**src/rtl/muldiv_pkg.sv**
```systemverilog
// Shared encodings for the HI/LO multiply/divide unit: operation codes,
// FSM state names and the default iteration count.
package muldiv_pkg;

    localparam int MD_XLEN = 32;
    localparam int MD_ITER = 32;

    typedef enum logic [1:0] {
        MD_MULT  = 2'b00,
        MD_MULTU = 2'b01,
        MD_DIV   = 2'b10,
        MD_DIVU  = 2'b11
    } md_op_e;

    typedef enum logic [1:0] {
        S_IDLE = 2'b00,
        S_MUL  = 2'b01,
        S_DIV  = 2'b10,
        S_FIX  = 2'b11
    } md_state_e;

endpackage

```
**src/rtl/pipe_muldiv_hilo_if.sv**
```systemverilog
// Decode-stage <-> multiply/divide unit port bundle.
interface pipe_muldiv_hilo_if #(
    parameter int XLEN = 32
);
    // start/mfhi/mflo/mthi/mtlo act as valid; ~stall acts as ready. A request
    // is consumed at the rising edge where it is asserted with stall=0;
    // decode keeps it asserted, unchanged, for as long as stall=1.
    logic            start;
    logic [1:0]      op;
    logic [XLEN-1:0] a;
    logic [XLEN-1:0] b;
    logic            mfhi;
    logic            mflo;
    logic            mthi;
    logic            mtlo;
    logic [XLEN-1:0] wd;
    logic [XLEN-1:0] rdata;
    logic            busy;
    logic            stall;

    modport master (
        output start, op, a, b, mfhi, mflo, mthi, mtlo, wd,
        input  rdata, busy, stall
    );

    modport slave (
        input  start, op, a, b, mfhi, mflo, mthi, mtlo, wd,
        output rdata, busy, stall
    );
endinterface

```
**src/rtl/muldiv_core.sv**
```systemverilog
// Iterative datapath: operand magnitudes, 64-bit accumulator and iteration
// counter. One shift-add or restoring-divide step per cycle while step=1.
module muldiv_core
    import muldiv_pkg::*;
#(
    parameter int XLEN = MD_XLEN,
    parameter int ITER = MD_ITER
) (
    input  logic              clk,
    input  logic              clrn,
    input  logic              load,
    input  logic              signed_op,
    input  logic [XLEN-1:0]   a,
    input  logic [XLEN-1:0]   b,
    input  logic              step,
    input  logic              is_div,
    output logic              done,
    output logic [2*XLEN-1:0] acc
);

    localparam int CW = $clog2(ITER);

    logic [XLEN-1:0]   mag_a_q, mag_a_d;
    logic [XLEN-1:0]   mag_b_q, mag_b_d;
    logic [2*XLEN-1:0] acc_q, acc_d;
    logic [CW-1:0]     cnt_q, cnt_d;

    logic [XLEN:0]     sum;
    logic [XLEN:0]     rem_sh;
    logic [XLEN+1:0]   diff;
    logic              ge;

    always_comb begin
        mag_a_d = mag_a_q;
        mag_b_d = mag_b_q;
        acc_d   = acc_q;
        cnt_d   = cnt_q;
        sum     = '0;
        rem_sh  = '0;
        diff    = '0;
        ge      = 1'b0;
        if (load) begin
            mag_a_d = (signed_op && a[XLEN-1]) ? -a : a;
            mag_b_d = (signed_op && b[XLEN-1]) ? -b : b;
            acc_d   = '0;
            cnt_d   = '0;
        end else if (step) begin
            cnt_d = cnt_q + CW'(1);
            if (is_div) begin
                // Remainder lives in acc[hi], quotient bits shift into acc[lo];
                // dividend bits are fed from the top of mag_a.
                rem_sh  = {acc_q[2*XLEN-1:XLEN], mag_a_q[XLEN-1]};
                diff    = {1'b0, rem_sh} - {2'b00, mag_b_q};
                ge      = ~diff[XLEN+1];
                acc_d   = {(ge ? diff[XLEN-1:0] : rem_sh[XLEN-1:0]),
                           acc_q[XLEN-2:0], ge};
                mag_a_d = {mag_a_q[XLEN-2:0], 1'b0};
            end else begin
                sum     = {1'b0, acc_q[2*XLEN-1:XLEN]} +
                          {1'b0, (mag_b_q[0] ? mag_a_q : '0)};
                acc_d   = {sum, acc_q[XLEN-1:1]};
                mag_b_d = {1'b0, mag_b_q[XLEN-1:1]};
            end
        end
    end

    always_ff @(posedge clk) begin
        if (!clrn) begin
            mag_a_q <= '0;
            mag_b_q <= '0;
            acc_q   <= '0;
            cnt_q   <= '0;
        end else begin
            mag_a_q <= mag_a_d;
            mag_b_q <= mag_b_d;
            acc_q   <= acc_d;
            cnt_q   <= cnt_d;
        end
    end

    assign done = (cnt_q == CW'(ITER - 1));
    assign acc  = acc_q;

endmodule

```
**src/rtl/pipe_muldiv_hilo.sv**
```systemverilog
// Multiply/divide unit owning HI/LO: sequencing FSM, sign fix-up, HI/LO
// registers, mfhi/mflo read mux and the decode-stage stall.
module pipe_muldiv_hilo
    import muldiv_pkg::*;
#(
    parameter int XLEN = MD_XLEN,
    parameter int ITER = MD_ITER
) (
    input  logic              clk,
    input  logic              clrn,
    pipe_muldiv_hilo_if.slave bus,
    output md_state_e         state_dbg
);

    md_state_e         state_q;
    logic              busy_q;
    logic [XLEN-1:0]   hi_q, hi_d;
    logic [XLEN-1:0]   lo_q, lo_d;
    logic              qneg_q, qneg_d;
    logic              rneg_q, rneg_d;
    logic              div_q, div_d;
    logic [2*XLEN-1:0] prod;

    logic              core_load;
    logic              core_step;
    logic              core_done;
    logic [2*XLEN-1:0] core_acc;

    assign core_load = (state_q == S_IDLE) && bus.start;
    assign core_step = (state_q == S_MUL) || (state_q == S_DIV);

    muldiv_core #(
        .XLEN (XLEN),
        .ITER (ITER)
    ) u_core (
        .clk       (clk),
        .clrn      (clrn),
        .load      (core_load),
        .signed_op (~bus.op[0]),
        .a         (bus.a),
        .b         (bus.b),
        .step      (core_step),
        .is_div    (state_q == S_DIV),
        .done      (core_done),
        .acc       (core_acc)
    );

    always_ff @(posedge clk) begin
        if (!clrn) begin
            state_q <= S_IDLE;
            busy_q  <= 1'b0;
        end else begin
            case (state_q)
                S_IDLE: if (bus.start) begin
                    state_q <= bus.op[1] ? S_DIV : S_MUL;
                    busy_q  <= 1'b1;
                end
                S_MUL, S_DIV: if (core_done) state_q <= S_FIX;
                S_FIX: begin
                    state_q <= S_IDLE;
                    busy_q  <= 1'b0;
                end
                default: begin
                    state_q <= S_IDLE;
                    busy_q  <= 1'b0;
                end
            endcase
        end
    end

    always_comb begin
        hi_d   = hi_q;
        lo_d   = lo_q;
        qneg_d = qneg_q;
        rneg_d = rneg_q;
        div_d  = div_q;
        prod   = '0;
        if (state_q == S_IDLE) begin
            if (bus.mthi) hi_d = bus.wd;
            if (bus.mtlo) lo_d = bus.wd;
            if (bus.start) begin
                // A zero divisor leaves the all-ones quotient un-negated.
                qneg_d = ~bus.op[0] & (bus.a[XLEN-1] ^ bus.b[XLEN-1]) &
                         ~(bus.op[1] & (bus.b == '0));
                rneg_d = ~bus.op[0] & bus.a[XLEN-1];
                div_d  = bus.op[1];
            end
        end else if (state_q == S_FIX) begin
            if (div_q) begin
                hi_d = rneg_q ? -core_acc[2*XLEN-1:XLEN] : core_acc[2*XLEN-1:XLEN];
                lo_d = qneg_q ? -core_acc[XLEN-1:0] : core_acc[XLEN-1:0];
            end else begin
                prod = qneg_q ? -core_acc : core_acc;
                hi_d = prod[2*XLEN-1:XLEN];
                lo_d = prod[XLEN-1:0];
            end
        end
    end

    always_ff @(posedge clk) begin
        if (!clrn) begin
            hi_q   <= '0;
            lo_q   <= '0;
            qneg_q <= 1'b0;
            rneg_q <= 1'b0;
            div_q  <= 1'b0;
        end else begin
            hi_q   <= hi_d;
            lo_q   <= lo_d;
            qneg_q <= qneg_d;
            rneg_q <= rneg_d;
            div_q  <= div_d;
        end
    end

    assign bus.rdata = bus.mfhi ? hi_q : (bus.mflo ? lo_q : '0);
    assign bus.busy  = busy_q;
    assign bus.stall = busy_q & (bus.start | bus.mfhi | bus.mflo | bus.mthi | bus.mtlo);
    assign state_dbg = state_q;

endmodule

```
**src/flat_wrapper.sv**
```systemverilog
// flat-port wrapper written by rule: the top's interface ports become plain ports
module pipe_muldiv_hilo_flat import muldiv_pkg::*;
#(
    parameter int XLEN = MD_XLEN,
    parameter int ITER = MD_ITER
)
  (clk, clrn, state_dbg, bus_start, bus_op, bus_a, bus_b, bus_mfhi, bus_mflo, bus_mthi, bus_mtlo, bus_wd, bus_rdata, bus_busy, bus_stall);
  pipe_muldiv_hilo_if #(.XLEN(XLEN)) bus_i ();
  input  logic clk;
  input  logic clrn;
  output md_state_e state_dbg;
  input wire logic [$bits(bus_i.start)-1:0] bus_start;
  input wire logic [$bits(bus_i.op)-1:0] bus_op;
  input wire logic [$bits(bus_i.a)-1:0] bus_a;
  input wire logic [$bits(bus_i.b)-1:0] bus_b;
  input wire logic [$bits(bus_i.mfhi)-1:0] bus_mfhi;
  input wire logic [$bits(bus_i.mflo)-1:0] bus_mflo;
  input wire logic [$bits(bus_i.mthi)-1:0] bus_mthi;
  input wire logic [$bits(bus_i.mtlo)-1:0] bus_mtlo;
  input wire logic [$bits(bus_i.wd)-1:0] bus_wd;
  output wire logic [$bits(bus_i.rdata)-1:0] bus_rdata;
  output wire logic [$bits(bus_i.busy)-1:0] bus_busy;
  output wire logic [$bits(bus_i.stall)-1:0] bus_stall;
  assign bus_i.start = bus_start;
  assign bus_i.op = bus_op;
  assign bus_i.a = bus_a;
  assign bus_i.b = bus_b;
  assign bus_i.mfhi = bus_mfhi;
  assign bus_i.mflo = bus_mflo;
  assign bus_i.mthi = bus_mthi;
  assign bus_i.mtlo = bus_mtlo;
  assign bus_i.wd = bus_wd;
  assign bus_rdata = bus_i.rdata;
  assign bus_busy = bus_i.busy;
  assign bus_stall = bus_i.stall;
  pipe_muldiv_hilo #(.XLEN(XLEN), .ITER(ITER)) u_core (.clk(clk), .clrn(clrn), .bus(bus_i), .state_dbg(state_dbg));
endmodule
```
**config.mk**
```make
export PLATFORM = sky130hd
export DESIGN_NAME = pipe_muldiv_hilo_flat
export DESIGN_NICKNAME = d
export VERILOG_FILES = /design/src/rtl/muldiv_pkg.sv /design/src/rtl/pipe_muldiv_hilo_if.sv /design/src/rtl/muldiv_core.sv /design/src/rtl/pipe_muldiv_hilo.sv /design/src/flat_wrapper.sv
export SDC_FILE = /design/constraint.sdc
export NUM_CORES = 1
export LEC_CHECK = 0
export BUFFER_PORTS_ARGS = -buffer_cell sky130_fd_sc_hd__buf_4
export CORE_MARGIN = 1
export CORE_UTILIZATION = 56
export CTS_CLUSTER_SIZE = 20
export DETAILED_ROUTE_END_ITERATION = 12
export PLACE_DENSITY = 0.74
export SLEW_MARGIN = 0
export SYNTH_ARGS = -nofsm -noshare
export SYNTH_HDL_FRONTEND = slang
export SYNTH_HIERARCHICAL = 1
export SYNTH_SLANG_ARGS = --single-unit
```
**constraint.sdc**
```tcl
create_clock -name clk -period 3.22 [get_ports clk]
set_clock_uncertainty 0.1 [all_clocks]
set_input_delay 0.322 -clock clk [delete_from_list [all_inputs] [get_ports clk]]
set_output_delay 0.322 -clock clk [all_outputs]
set_load 0.005 [all_outputs]
```
==> out/metrics.csv, run 1 <==
stage,metric,value,unit
setup_path,r2r startpoint,u_core/u_core/acc[5],
cells_and_area,Finished Cell Area,19900,um^2
global_routing,first-pass GRT wire length,94700,um
setup_path,Critical Path End Type,register,
floorplan,Die H,175,um
synthesis,Synth Warn #,6,
sta,clock period minus worst slack,3.14,ns
floorplan,die area,30500,um^2
sta,Final Max Slew Viols,0,
floorplan,CORE AREA,29000,um^2
sta,relative slew slack,0.355,
cells_and_area,share of cells above drive strength 1,0.169,
setup_path,FF-to-FF End,u_core/lo_q[24],
cells_and_area,# nets final,2694,
global_routing,global-route usage over all layers,0.392,
run_status,status,"complete, no violations",
sta,Peak Freq,319,MHz
routing,Remaining DRCs,0,
setup_path,critical path arrival,3.47,ns
cells_and_area,"commonest cells after routing, fill and taps aside","nand2_1 (374), buf_4 (295), a21oi_1 (234), nor2_1 (206), dfxtp_1 (198)",
synthesis,synthesized area,16700,um^2
routing,average wire per standard cell,21.3,um
routing,Routed Antenna Nets,0,
global_routing,total gr overflow,0,
clock_tree,clock latency on the worst-skew pair,0.54,ns
setup_path,"Max FO, Critical Path",8,
clock_tree,Max clock buf depth,3,
placed_design,placed instance area,18700,um^2
global_routing,initial antenna violation count,0,
cells_and_area,Final Util,0.687,
cells_and_area,ant diodes,0,
floorplan,Die W,175,um
cells_and_area,Area Overhead vs Synth,19.6,%
synthesis,syn nets,2519,
power_and_ir_drop,Peak VDD IR,0.521,mV
routing,Via Count,18599,
clock_tree,Worst-path clk slew,0.06,ns
synthesis,Yosys reg bits,203,
power_and_ir_drop,Pwr per Cell Area,1070,nW/um^2
setup_path,Worst Setup Start Kind,register,
setup_path,R2R depth,6,
routing,drt pass-1 iters,6,
setup_path,Crit-path slowest cell,or4_1,
global_routing,vias in the first global route,17605,
synthesis,top_reg_cell synth,dfxtp_1,
hold_path,min-delay src,bus_wd[28],
floorplan,IO Pins,141,
synthesis,register area share after synthesis,0.244,
floorplan,num rows,62,
power_and_ir_drop,P_leak,0.00813,uW
routing,final wirelength,62100,um
placed_design,dpl hpwl,45800,um
hold_path,Hold Crit Class,in -> reg,
clock_tree,CTS tree,yes,
sta,Least-Margin Pin Slew,0.965,ns
floorplan,starting density of the core,0.574,
cells_and_area,"commonest non-fill, non-tap cell in the layout",nand2_1,
setup_path,"Cell Chain, Critical Path","or4_1, or4_4, o31ai_1, xor2_1, o22ai_1, and2_1",
routing,vias per inst,6.38,
clock_tree,clock net sink count,203,
clock_tree,H-tree levels,1,
routing,Initial DRC Count,1889,
hold_path,hold path cells,4,
cells_and_area,Finished Layout Cells,2914,
setup_path,register-to-register setup slack,0.08,ns
clock_tree,Root Driver,clkbuf_16,
placed_design,I/O Buffers,140,
global_routing,largest net degree at the start of global routing,66,
synthesis,"EDFF count, synth",0,
synthesis,Gate Count Post-Synth,2338,
cells_and_area,fill count,2570,
synthesis,ys async rst share,0,
placed_design,# placed instances,2853,
sta,final hold violations,0,
placed_design,Final GP Congestion,1.03,
sta,Final period util,0.974,
setup_path,max incr delay on CP,0.75,ns
sta,setup_tns,0,ns
synthesis,syn_area_per_cell,7.13,um^2
flow_run,max-cap violations,0,
setup_path,WS Path Type,reg -> reg,
sta,final setup fails,0,
setup_path,worst endpoint required time,3.55,ns
synthesis,Yosys cell types,97,
hold_path,WHS Endpoint,u_core/lo_q[28],
clock_tree,CTS Buf Count,24,
[power by group]
group	internal, uW	switching [uW]
registers	3250	762
clock network	1830	1170
logic	5530	8800
[through the flow]
stage	hold slack, ns	power (uW)	setup slack, ns
after floorplan	0.331	12800	0.173
after global placement	0.340	17200	-0.0121
after detailed placement	0.342	17400	-0.0481
after CTS	0.0275	20500	-0.000772
after global routing	0.0419	22600	-0.0431
final	0.0335	21300	0.0823
[synthesized netlist by cell type, types with 30 or more instances]
library cell,number,share of area
a211oi_1,48,0.022
a21oi_1,240,0.072
and2_1,50,0.019
clkbuf_1,119,0.027
dfxtp_1,203,0.24
ha_1,74,0.056
inv_1,68,0.015
mux2i_1,50,0.030
nand2_1,374,0.084
nand3_1,39,0.012
nor2_1,209,0.047
nor3_1,41,0.012
nor4_1,42,0.016
o211ai_1,42,0.019
o21ai_0,158,0.047
o31ai_1,30,0.014
or3_1,32,0.012
xnor2_1,95,0.050
xor2_1,66,0.035
[critical path, delay by kind of cell (launching register included)]
family          cells  cell delay, ns
simple gates        3            1.61
compound gates      2            0.47
flops               1            0.36
xor+xnor            1            0.49
[sequential cells by signal (all words and copies together), names as in the netlist]
name	cells
u_core/lo_q	32
u_core/bus.busy	1
u_core/u_core/mag_b_q	32
u_core/qneg_q	1
u_core/rneg_q	1
u_core/u_core/acc	64
u_core/div_q	1
u_core/hi_q	32
u_core/u_core/cnt_q	5
u_core/u_core/mag_a_q	32
u_core/state_dbg	2
[final cells by class]
cell class | instances | area (um^2) | share of cell area
clock buffers | 34 | 739 | 0.0371
inverters | 70 | 264 | 0.0132
multi-input cells | 1914 | 12000 | 0.601
repair buffers | 300 | 2270 | 0.114
well taps | 384 | 480 | 0.0241
clock inverters | 9 | 124 | 0.00621
flip-flops and latches | 203 | 4070 | 0.204
[layer usage]
metal  vias up  GRT usage  share of wire
met4         0      0.263          0.072
met2       932      0.674           0.47
li1       8732          -              -
met1      8676      0.446           0.38
met5         -          0              0
met3       259     0.0639          0.078
[how the worst max path moves through the flow]
stage / start / to / slack, ns / cells after the start
after floorplan: u_core/u_core/mag_b_q[0] / u_core/u_core/acc[63] / 0.17 / 13
after global placement: u_core/u_core/mag_b_q[0] / u_core/u_core/acc[63] / -0.01 / 13
after detailed placement: u_core/u_core/mag_b_q[0] / u_core/u_core/acc[63] / -0.05 / 13
after CTS: u_core/u_core/mag_a_q[31] / u_core/u_core/acc[62] / -0.0008 / 13
after global routing: u_core/u_core/mag_a_q[31] / u_core/u_core/acc[56] / -0.04 / 14
final: u_core/u_core/acc[5] / u_core/lo_q[24] / 0.08 / 6
[cells by family after synthesis]
kind of cell,count (synthesis),synth area share
fa+ha+maj,76,0.0580
mux,51,0.0307
buf+inv,221,0.0540
flops,203,0.244
simple gates,906,0.255
compound gates,720,0.274
xor+xnor,161,0.0846
[what timing repair did]
item / CTS / global route
setup endpoints to repair: 8 / 32
cloned: 0 / 0
resized for setup: 3 / 48
hold buffers: 3 / 0
setup buffers: 0 / 15
pin swaps: 2 / 26
hold endpoints to repair: 3 / 0
No activity file was read; power rests on OpenSTA's default activity.
==> run 2, diff against run 1 <==
==> constraint.sdc (replaced) <==
create_clock -name clk -period 3.22 [get_ports clk]
set_clock_uncertainty 0.1 [all_clocks]
set_input_delay 0.644 -clock clk [delete_from_list [all_inputs] [get_ports clk]]
set_output_delay 0.644 -clock clk [all_outputs]
set_load 0.005 [all_outputs]
==> run 2 against run 1 <==
  * Utilization is 0.72 points higher
  * Non-clock buffer count rose by 7
  * Wire length down 1.0%
  * Setup slack worse by 0.0056 ns
  * Clock power fell by 5%
  * Total power grew 1.3%
  * Fmax shrank 0.18%
  * Critical path type unchanged
==> out/metrics.csv, run 2 (synthesized netlist as in run 1, its figures left out) <==
stage,metric,value,unit,change
sta,setup_tns,0,ns,unchanged
cells_and_area,fill count,2529,,-1.6%
setup_path,FF-to-FF End,u_core/u_core/acc[56],,
setup_path,R2R depth,14,,+8
global_routing,largest net degree at the start of global routing,79,,+20%
global_routing,first-pass GRT wire length,95000,um,+0.29%
floorplan,Die W,175,um,unchanged
floorplan,num rows,62,,unchanged
power_and_ir_drop,Sequential Power Share,0.187,,about the same
setup_path,WS Path Type,reg -> reg,,
flow_run,max-cap violations,0,,unchanged
setup_path,Crit path buffers/inverters,2,,+2
global_routing,total gr overflow,0,,unchanged
placed_design,Final GP Congestion,0.983,,-4.2%
clock_tree,CTS Buf Count,24,,unchanged
clock_tree,clock net sink count,203,,unchanged
power_and_ir_drop,internal power,10800,uW,+1.4%
cells_and_area,# nets final,2702,,+0.30%
sta,unrepaired setup endpoints after global routing,true,,
routing,drt pass-1 iters,8,,+2
sta,Final Max Slew Viols,0,,unchanged
placed_design,dpl hpwl,45300,um,-1.1%
cells_and_area,Storage cell area,4080,um^2,about the same
routing,Via Count,18600,,+0.0054%
floorplan,Die H,175,um,unchanged
sta,clock period minus worst slack,3.14,ns,+0.00564 ns
sta,relative slew slack,0.309,,-0.0452
setup_path,"Max FO, Critical Path",5,,-3
floorplan,CORE AREA,29000,um^2,unchanged
clock_tree,Worst-path clk slew,0.06,ns,about the same
floorplan,starting density of the core,0.574,,unchanged
setup_path,Critical Path End Type,register,,
setup_path,Worst Setup Start Kind,register,,
setup_path,worst endpoint required time,3.50,ns,-0.05 ns
setup_path,cell repeated most along the worst path,buf_4,,
routing,vias per inst,6.37,,-0.27%
sta,final setup fails,0,,unchanged
routing,Remaining DRCs,0,,unchanged
floorplan,die area,30500,um^2,unchanged
routing,Initial DRC Count,1934,,+2.4%
placed_design,I/O Buffers,140,,unchanged
global_routing,global-route usage over all layers,0.391,,-0.000441
power_and_ir_drop,clock power share,0.131,,-0.010
sta,final hold violations,0,,unchanged
power_and_ir_drop,P_leak,0.00815,uW,+0.32%
setup_path,register-to-register setup slack,0.08,ns,about the same
hold_path,WHS Endpoint,u_core/lo_q[11],,
clock_tree,Max clock buf depth,3,,unchanged
cells_and_area,Area Overhead vs Synth,20.9,%,
power_and_ir_drop,total net switching power,10900,uW,+1.3%
power_and_ir_drop,Pwr per Cell Area,1070,nW/um^2,+0.27%
hold_path,min-delay src,bus_wd[11],,
setup_path,"CP delay by family, top",compound AO/OA/AOI/OAI gates,,
run_status,status,"complete, no violations",,
cells_and_area,"commonest non-fill, non-tap cell in the layout",nand2_1,,
cells_and_area,area of the multi-input gates,12100,um^2,+1.3%
power_and_ir_drop,sw frac,0.502,,about the same
setup_path,r2r startpoint,u_core/u_core/mag_b_q[0],,
cells_and_area,share of cells above drive strength 1,0.179,,+0.00939
setup_path,"Cell Chain, Critical Path","buf_4, and2_2, ha_4, a211oi_2, o21ai_1, o2111a_1, o21ba_4, o2bb2ai_4, buf_4, nor3_1, or3_1, xor2_2, nand2_1, a31oi_1",,
global_routing,vias in the first global route,17669,,+0.36%
power_and_ir_drop,Peak VDD IR,0.569,mV,+9.3%
power_and_ir_drop,Logic pwr share,0.682,,+0.011
hold_path,Hold Crit Class,in -> reg,,
routing,Routed Antenna Nets,0,,unchanged
setup_path,Crit-path slowest cell,or3_1,,
cells_and_area,"commonest cells after routing, fill and taps aside","nand2_1 (371), buf_4 (298), a21oi_1 (234), nor2_1 (206), dfxtp_1 (195)",,
routing,final wirelength,61500,um,-1.0%
sta,Final period util,0.976,,+0.00175
routing,average wire per standard cell,21.0,um,-1.3%
clock_tree,H-tree levels,1,,unchanged
floorplan,IO Pins,141,,unchanged
setup_path,critical path arrival,3.43,ns,-0.04 ns
sta,Peak Freq,318,MHz,-0.18%
setup_path,max incr delay on CP,0.40,ns,-0.35 ns
cells_and_area,Final Util,0.695,,+0.00724
clock_tree,Root Driver,clkbuf_16,,
hold_path,hold path cells,3,,-1
sta,Least-Margin Pin Slew,1.03,ns,+0.0675 ns
cells_and_area,Largest register FFs,64,,unchanged
global_routing,initial antenna violation count,0,,unchanged
clock_tree,CTS tree,yes,,
clock_tree,clock latency on the worst-skew pair,0.54,ns,about the same
-- run 2: repair_timing --
| item | CTS | global route |
|---|---|---|
| hold buffers | 0 | 0 |
| endpoints found under the setup margin | 8 | 27 |
| setup buffers | 0 | 10 |
| resized for setup | 5 | 77 |
| pin swaps | 5 | 32 |
| gates cloned | 0 | 3 |
-- run 2: worst max-delay path by stage --
stage / start / to / slack (ns) / cells after the start
after floorplan: u_core/u_core/mag_b_q[0] / u_core/u_core/acc[63] / 0.17 / 13
after global placement: u_core/u_core/acc[46] / u_core/u_core/acc[34] / -0.002 / 11
after detailed placement: u_core/u_core/mag_b_q[19] / u_core/u_core/acc[34] / -0.06 / 12
after CTS: u_core/u_core/mag_b_q[6] / u_core/u_core/acc[34] / 0.01 / 12
after global routing: u_core/u_core/mag_b_q[0] / u_core/u_core/acc[59] / -0.05 / 13
final: u_core/u_core/mag_b_q[0] / u_core/u_core/acc[56] / 0.08 / 14
-- run 2: layout make-up --
type,count,share of cell area
flip-flops and latches,203,0.202
diodes,1,0.000124
repair buffers,307,0.118
multi-input cells,1915,0.603
clock inverters,5,0.00404
clock buffers,37,0.0358
inverters,70,0.0131
well taps,384,0.0238
-- run 2: stage by stage --
step	worst slack, ns	area, um^2	total power (uW)	hold slack (ns)	cells
2_1_floorplan	0.173	16700	12800	0.331	2338
6_report	0.0766	20200	21600	0.305	2922
5_1_grt	-0.0483	20100	22900	0.316	2921
4_1_cts	0.0104	19600	20300	0.301	2908
3_3_place_gp	-0.00245	18800	17300	0.342	2866
3_5_place_dp	-0.0580	18800	17400	0.345	2866
-- run 2: power groups by stage --
stage          registers (uW)  clock network (uW)  logic (uW)
2_1_floorplan            3890                   0        8900
3_3_place_gp             4020                   0       13300
3_5_place_dp             4040                   0       13400
4_1_cts                  3990                2850       13500
5_1_grt                  4120                2960       15900
6_report                 4040                2840       14800
-- run 2: layer usage --
metal	vias up	global-route usage	share of wire
li1	8757	-	-
met4	0	0.250	0.073
met2	908	0.673	0.47
met1	8681	0.453	0.38
met5	-	0	0
met3	254	0.0586	0.074
-- run 2: worst min-delay path, cell delays in order --
cell and delay (ns):
buf_4 0.08, mux2i_1 0.05, o21ai_0 0.13
